--- src/rtl/alu_issue_ctrl.sv ---
// RV32I ALU issue stage: decodes R/I/branch words into a held micro-op
// and stalls new issue until the ALU resolves an issued branch.
module alu_issue_ctrl (
    input  logic        clk,
    input  logic        rst_n,
    input  logic        in_valid,
    output logic        in_ready,
    input  logic [31:0] instr,
    output logic        out_valid,
    input  logic        out_ready,
    output logic [4:0]  alu_op,
    output logic [4:0]  rs1,
    output logic [4:0]  rs2,
    output logic [4:0]  rd,
    output logic [31:0] imm,
    output logic        use_imm,
    output logic        is_branch,
    input  logic        alu_zero,
    input  logic        alu_done,
    output logic        br_taken,
    output logic        illegal
);

    localparam logic [6:0] OPC_R = 7'b0110011;
    localparam logic [6:0] OPC_I = 7'b0010011;
    localparam logic [6:0] OPC_B = 7'b1100011;

    localparam logic [4:0] OP_ADD  = 5'b00001;
    localparam logic [4:0] OP_SUB  = 5'b00011;
    localparam logic [4:0] OP_AND  = 5'b00100;
    localparam logic [4:0] OP_OR   = 5'b00101;
    localparam logic [4:0] OP_XOR  = 5'b00110;
    localparam logic [4:0] OP_SLT  = 5'b01000;
    localparam logic [4:0] OP_SLTU = 5'b01001;
    localparam logic [4:0] OP_SLL  = 5'b01010;
    localparam logic [4:0] OP_SRL  = 5'b01011;
    localparam logic [4:0] OP_SRA  = 5'b01100;
    localparam logic [4:0] OP_BEQ  = 5'b01101;
    localparam logic [4:0] OP_BNE  = 5'b01110;

    typedef enum logic {RUN, WAIT_BR} state_t;

    state_t      state;
    logic        started;
    logic        in_fire;
    logic        out_fire;
    logic [6:0]  opc;
    logic [2:0]  f3;
    logic [6:0]  f7;
    logic        alt;
    logic        f7z;
    logic [4:0]  aop;
    logic        d_ok;
    logic [4:0]  d_op;
    logic [4:0]  d_rs2;
    logic [4:0]  d_rd;
    logic [31:0] d_imm;
    logic        d_use;
    logic        d_br;

    assign opc = instr[6:0];
    assign f3  = instr[14:12];
    assign f7  = instr[31:25];
    assign alt = (f7 == 7'b0100000);
    assign f7z = (f7 == 7'b0000000);

    // WAIT_BR reopens issue in the very cycle the ALU reports back
    assign in_ready = started
                   && (state == RUN || (state == WAIT_BR && alu_done))
                   && (!out_valid || out_ready);
    assign in_fire  = in_valid && in_ready;
    assign out_fire = out_valid && out_ready;
    assign br_taken = (state == WAIT_BR) && alu_done && alu_zero;

    always_comb begin
        unique case (f3)
            3'b000:  aop = alt ? OP_SUB : OP_ADD;
            3'b001:  aop = OP_SLL;
            3'b010:  aop = OP_SLT;
            3'b011:  aop = OP_SLTU;
            3'b100:  aop = OP_XOR;
            3'b101:  aop = alt ? OP_SRA : OP_SRL;
            3'b110:  aop = OP_OR;
            default: aop = OP_AND;
        endcase
    end

    always_comb begin
        d_ok  = 1'b0;
        d_op  = 5'd0;
        d_rs2 = instr[24:20];
        d_rd  = instr[11:7];
        d_imm = 32'd0;
        d_use = 1'b0;
        d_br  = 1'b0;
        case (opc)
            OPC_R: begin
                d_ok = f7z || (alt && (f3 == 3'b000 || f3 == 3'b101));
                d_op = aop;
            end
            OPC_I: begin
                d_use = 1'b1;
                d_rs2 = 5'd0;
                d_op  = (f3 == 3'b000) ? OP_ADD : aop;
                d_imm = {{20{instr[31]}}, instr[31:20]};
                d_ok  = 1'b1;
                if (f3 == 3'b001 || f3 == 3'b101) begin
                    d_imm = {27'd0, instr[24:20]};
                    d_ok  = f7z || (alt && f3 == 3'b101);
                end
            end
            OPC_B: begin
                d_br  = 1'b1;
                d_rd  = 5'd0;
                d_ok  = (f3 == 3'b000 || f3 == 3'b001);
                d_op  = f3[0] ? OP_BNE : OP_BEQ;
                d_imm = {{20{instr[31]}}, instr[7], instr[30:25],
                         instr[11:8], 1'b0};
            end
            default: ;
        endcase
    end

    always_ff @(posedge clk or negedge rst_n) begin
        if (!rst_n) begin
            state     <= RUN;
            started   <= 1'b0;
            out_valid <= 1'b0;
            illegal   <= 1'b0;
            alu_op    <= 5'd0;
            rs1       <= 5'd0;
            rs2       <= 5'd0;
            rd        <= 5'd0;
            imm       <= 32'd0;
            use_imm   <= 1'b0;
            is_branch <= 1'b0;
        end else begin
            started <= 1'b1;
            illegal <= in_fire && !d_ok;
            if (in_fire) begin
                out_valid <= d_ok;
                if (d_ok) begin
                    alu_op    <= d_op;
                    rs1       <= instr[19:15];
                    rs2       <= d_rs2;
                    rd        <= d_rd;
                    imm       <= d_imm;
                    use_imm   <= d_use;
                    is_branch <= d_br;
                end
            end else if (out_fire) begin
                out_valid <= 1'b0;
            end
            // a branch leaving while the previous one resolves keeps us waiting
            unique case (state)
                RUN: begin
                    if (out_fire && is_branch)
                        state <= WAIT_BR;
                end
                WAIT_BR: begin
                    if (alu_done && !(out_fire && is_branch))
                        state <= RUN;
                end
                default: state <= RUN;
            endcase
        end
    end

endmodule

--- config.mk ---
export PLATFORM = sky130hd
export DESIGN_NAME = alu_issue_ctrl
export DESIGN_NICKNAME = d
export VERILOG_FILES = /design/src/rtl/alu_issue_ctrl.sv
export SDC_FILE = /design/constraint.sdc
export NUM_CORES = 1
export LEC_CHECK = 0
export BUFFER_PORTS_ARGS = -buffer_cell sky130_fd_sc_hd__buf_2
export CAP_MARGIN = 20
export CORE_UTILIZATION = 25
export CTS_BUF_LIST = sky130_fd_sc_hd__clkbuf_8 sky130_fd_sc_hd__clkbuf_16
export DETAILED_ROUTE_END_ITERATION = 8
export PLACE_DENSITY = 0.54
export SETUP_SLACK_MARGIN = 0.02
export SLEW_MARGIN = 20
export SYNTH_ARGS = -nofsm -noshare
export SYNTH_HDL_FRONTEND = slang
export SYNTH_SLANG_ARGS = --single-unit
--- constraint.sdc ---
create_clock -name clk -period 1.84 [get_ports clk]
set_input_delay 0.184 -clock clk [delete_from_list [all_inputs] [get_ports clk]]
set_output_delay 0.184 -clock clk [all_outputs]
set_load 0.01 [all_outputs]
# After elaboration in Yosys (flattened, before gate mapping)
# Cells that the tools add are included.
# totals
wordCells	66
latchBits	0
out_inout_bits	58
reg_bits	58
mem_bits_ro	0
mem_count	0
inputBits	38
mem_bits_rw	0
# classes
muxes	19
n_eq_ne	10
add_sub_neg	0
n_reduce_logical	25
mul	0
shifts	0
magnitude_cmp	0
bitwise	1
n_div	0
# ops
operator	n
32-bit case mux with 2 select lines	1
32-bit two-way mux	1
4-bit case mux with 7 select lines	1
5-bit two-way mux	3
5-bit case mux with 3 select lines	1
7-bit by 6-bit == test with 1-bit output, second input constant	2
1-bit logical AND	11
3-bit == test, second input constant	3
7-bit by 5-bit == test with 1-bit output, second input constant	1
7-bit == test, second input constant	1
7-bit logical NOT	1
1-bit logical OR	7
1-bit two-way mux	7
3-bit by 2-bit == test with 1-bit output, second input constant	2
2-bit two-way mux	2
3-bit by 1-bit == test with 1-bit output, second input constant	1
1-bit logical NOT	3
3-bit logical NOT	1
3-bit two-way mux	1
1-bit case mux with 3 select lines	1
1-bit case mux with 2 select lines	1
2-bit AND reduction	1
2-bit nonzero test	1
1-bit NOT	1

# Logic depth before layout (Yosys ltp)
# logic_depth
depth_word	7
ltp_mapped	7
mapped_depth_nobuf	5

# Worst setup path before layout
# OpenSTA, ideal clock, no wires.
# synth_path
kind	input-to-reg
startpoint	in instr[2]
endpoint	reg imm[1]
required_ns	1.712
cell_stages	7
path_slack_ns	-0.265
t_arrival_ns	1.978
path_buffers	2
setup_time_ns	0.128
cell_sequence	nand4bb_4 > or3_1 > clkbuf_2 > or3_4 > a31oi_4 > buf_6 > mux2_1
# synth_via
elab_chain_len	3
word_cells_on_any_way	6
classes_between	eq/ne: 3; mux: 2; reduce/logical: 1
# synth_lines
item	line_no	source
from (decl)	8	input logic [31:0] instr,
7-bit == test (tied with other cells)	96	case (opc)
1-bit case mux with 3 select lines	96	
2-bit AND reduction (no line)	n/a	
to (signal assigned)	147	imm <= d_imm;
to (decl)	15	output logic [31:0] imm,
# Parallel ways exist; a longest one is shown, timed or not.
# A chain may end at the register's enable or synchronous reset.

# Worst setup path in the final report
# layout_path
startpoint	in instr[2]
endpoint	reg rs2[3]
# layout_via
elab_chain_len	3
word_cells_on_any_way	6
classes_between	eq/ne: 3; mux: 2; reduce/logical: 1
# layout_lines
item	line_no	source
7-bit == test (tied with other cells)	96	
1-bit case mux with 3 select lines	96	
2-bit AND reduction (no line)	n/a	
to (signal assigned)	145	rs2 <= d_rs2;
to (decl)	13	output logic [4:0] rs2,
# Parallel ways exist; a longest one is shown, timed or not.

==> summary.txt <==
Worst hold path
  • Worst Hold Depth: 2
  • Hold_sp: instr[19]
  • Worst Hold Class: in -> reg
  • Hold EP: rs1[4]

Layout
  • Layout cells sized above 1: 0.552
  • Non-filler cells, final: 383
  • N_diodes: 0
  • Synth-to-Final Area Change: 36.8%
  • Nets: approximately 320
  • Filler cell count: between 800 and 900

Worst setup path
  • CP Cell Sequence: buf_6 -> nand4bb_4 -> or3_4 -> or3_4 -> a31oi_4 -> buf_12 -> mux2_2
  • Reg2reg setup slack: roughly 160 ps
  • Largest fanout on the critical path: 16
  • Slowest cell on crit path: or3_4
  • Startpoint Class: input port
  • Top cell by count, worst path: or3_4
  • Critical path endpoint category: flip-flop
  • R2r endpoint: alu_op[0]
  • Max incr delay on CP: 390 ps
  • Worst Path Required: ~2000 ps
  • Reg2Reg Depth: 6
  • Worst r2r src: out_valid
  • Critical path arrival: between 1500 and 2000 ps
  • Crit Path Category: in -> reg

Placement
  • Placed insts: 374
  • Gpl congestion: ~0.8
  • I/O Buffers: between 90 and 100
  • Final HPWL DP: about 3700 um
  • Worst slack at placement: -320 ps

Floorplan
  • Num ports: 96
  • Core Area: 7810 sq um
  • Initial Util: 0.261
  • Die Wd: slightly above 90 um
  • Site Rows: 32
  • Die Height: between 90 and 100 um
  • Die Area: roughly 8500 sq um

Yosys
  • Post-Synthesis Cells: ~180
  • Largest area contributor in the netlist: dfrtp_1
  • Ys Warns: 0
  • Synthesis-stage register bit count: 38
  • Mapped Nets: roughly 220
  • Seq/Total Area, Yosys: 0.467
  • Unique cell type count in the Yosys netlist: 35
  • Post-Syn Area: between 2000 and 2500 sq um
  • Yosys top cell area share: 0.467
  • Mean Syn Cell Area: around 11 sq um
  • Synth area leaders: dfrtp_1 (47%), mux2_2 (13%), buf_4 (7.4%), mux2i_1 (3.9%), nand2_1 (2.9%)

GRT
  • Gr usage total: 0.115
  • Pin count of the biggest net entering global routing: 22
  • GR Overflow Total: 0
  • Vias in the first global route: between 1.5k and 2k
  • Antenna violations before repair: 0
  • First-pass GRT wire length: roughly 7600 um

Timing
  • Setup TNS Final: 0 ps
  • Final setup violation count: 0
  • Slew Viols, Final: 0
  • PnR worst setup slack: between 15 and 20 ps
  • Worst Skew: 7.00 ps
  • Tcrit/Tclk final: 0.990
  • Final worst path period need: around 1800 ps
  • RSZ-0062 raised after global routing: yes
  • Highest Clock Rate: 549 MHz
  • Final Hold Fails: 0

CTS
  • Clk_lat worst skew: about 290 ps
  • CTS tree: done
  • Clock sinks: 38
  • H-tree depth: 2
  • Clock Root Buffer: clkbuf_8
  • Clock Pin Slew Worst Setup and Hold Paths: ~70 ps
  • Inserted Clock Buffers: 5
  • Max Buffers Root-to-Sink: 2

Detailed routing
  • Routed len/inst: 12.3 um
  • M1 WL: roughly 2300 um
  • Via count: between 1.5k and 2k
  • Final WL: about 4700 um
  • Post-route ant nets: 0
  • Max layer used: met4
  • DRT Pass-1 Iters: 4
  • WL met3: roughly 270 um
  • 1st-iter DRT viols: 23
  • Vias per cell: approximately 4.2
  • DR WL met2: 2100 um
  • DRC: 0

Pwr
  • VDD IR-drop max: approximately 0.31 mV
  • PwrDens: 629 nW/um^2
  • Leak: 1.46 nW

Run status
  • Status: complete, no violations

Job
  • Max Cap Violations: 0
-- per-stage QoR --
step | power, mW | hold WS [ps] | cell area (sq um) | utilization
global route | 1.85 | 112 | 2790 | 0.357
detailed placement | 1.20 | 97.5 | 2650 | 0.340
finish | 1.75 | 127 | 2790 | 0.357
global placement | 1.19 | 108 | 2650 | 0.340
floorplan | 1.08 | -112 | 2060 | -
CTS | 1.78 | 117 | 2760 | 0.353
-- cell usage in the layout, fill, tap and decap left out, types with 4 or more instances in the layout --
master    synthesis  final
inv_1             9     10
mux2_4            0      7
nand2_1          16     16
nor2b_1           5      5
buf_4            20     20
clkbuf_8          0      6
buf_2             0     93
nand3_1           4      4
and2_1            5      5
mux2i_1           8      8
mux2_2           24     17
nand2b_1          5      5
a22o_1            4      4
and3_1            4      4
dfrtp_1          38     38
-- cell usage after synthesis --
cell type,instances
nor2_1,3
mux2i_1,8
clkbuf_1,3
nor2b_1,5
nor4_1,1
or3_4,1
nand2b_1,5
o31ai_1,1
buf_4,20
nand3b_1,2
a31oi_1,1
inv_1,9
buf_6,3
a211oi_1,1
a22o_1,4
nand3_1,4
mux2_2,24
a21o_1,2
dfrtp_1,38
a31oi_4,2
and2_1,5
clkbuf_2,1
a32o_1,1
nor3_1,2
nand4bb_4,1
or3_1,3
o211ai_1,2
nand4_1,1
o21ai_0,2
nor4b_1,1
or4b_1,1
nand2_1,16
and3_1,4
mux2_1,2
conb_1,2
-- critical path: cells and delay by family --
kind	cells	cell delay, ps
compound gates	1	220
simple gates	3	970
buf+inv	2	280
mux	1	340
-- per-layer routing --
metal / global-route usage / vias up
met3: 0.0320 / 6
li1: - / 798
met1: 0.161 / 748
met5: 0 / -
met2: 0.175 / 63
met4: 0.0313 / 0
-- state kept, by name, indices dropped and copies added, names as in the netlist --
signal,flops
started,1
imm,13
is_branch,1
rs1,5
illegal,1
rs2,5
rd,5
out_valid,1
state,1
alu_op,4
use_imm,1
-- final cells by class --
cell class                 instances  area (sq um)  share of cell area
sequential                        38           951               0.341
multi-input combinational        107           890               0.319
timing repair buffer             119           694               0.249
tap                              102           128              0.0458
clock buffer                       6          82.6              0.0296
inverter                           9          33.8              0.0121
clock inverter                     2          8.76             0.00314
-- repair_timing --
action | CTS | global route
resized for setup | 1 | 7
setup endpoints to repair | 5 | 24
hold buffers | 1 | 0
pin swaps | 1 | 1
buffers inserted | 0 | 0
hold endpoints to repair | 12 | 0
-- worst max path at each step --
stage                   from   endpoint  depth (start not counted)
floorplan           instr[2]     imm[1]                          7
global placement    instr[2]  alu_op[0]                          7
detailed placement  instr[2]     imm[6]                          8
CTS                 instr[2]  alu_op[0]                          7
global route        instr[2]     rs2[4]                          7
finish              instr[2]     rs2[3]                          7
-- cells by family after synthesis --
| kind of cell | share of synthesized area |
|---|---|
| flip-flops | 0.467 |
| other | 0.00368 |
| buffers and inverters | 0.115 |
| multiplexers | 0.183 |
| AO/OA/AOI/OAI | 0.0730 |
| AND/OR/NAND/NOR | 0.159 |
-- power by group --
part / internal, mW / switching (mW)
sequential: 0.872 / 0.0247
combinational: 0.140 / 0.142
clock: 0.297 / 0.278
No activity file was read; power rests on OpenSTA's default activity.
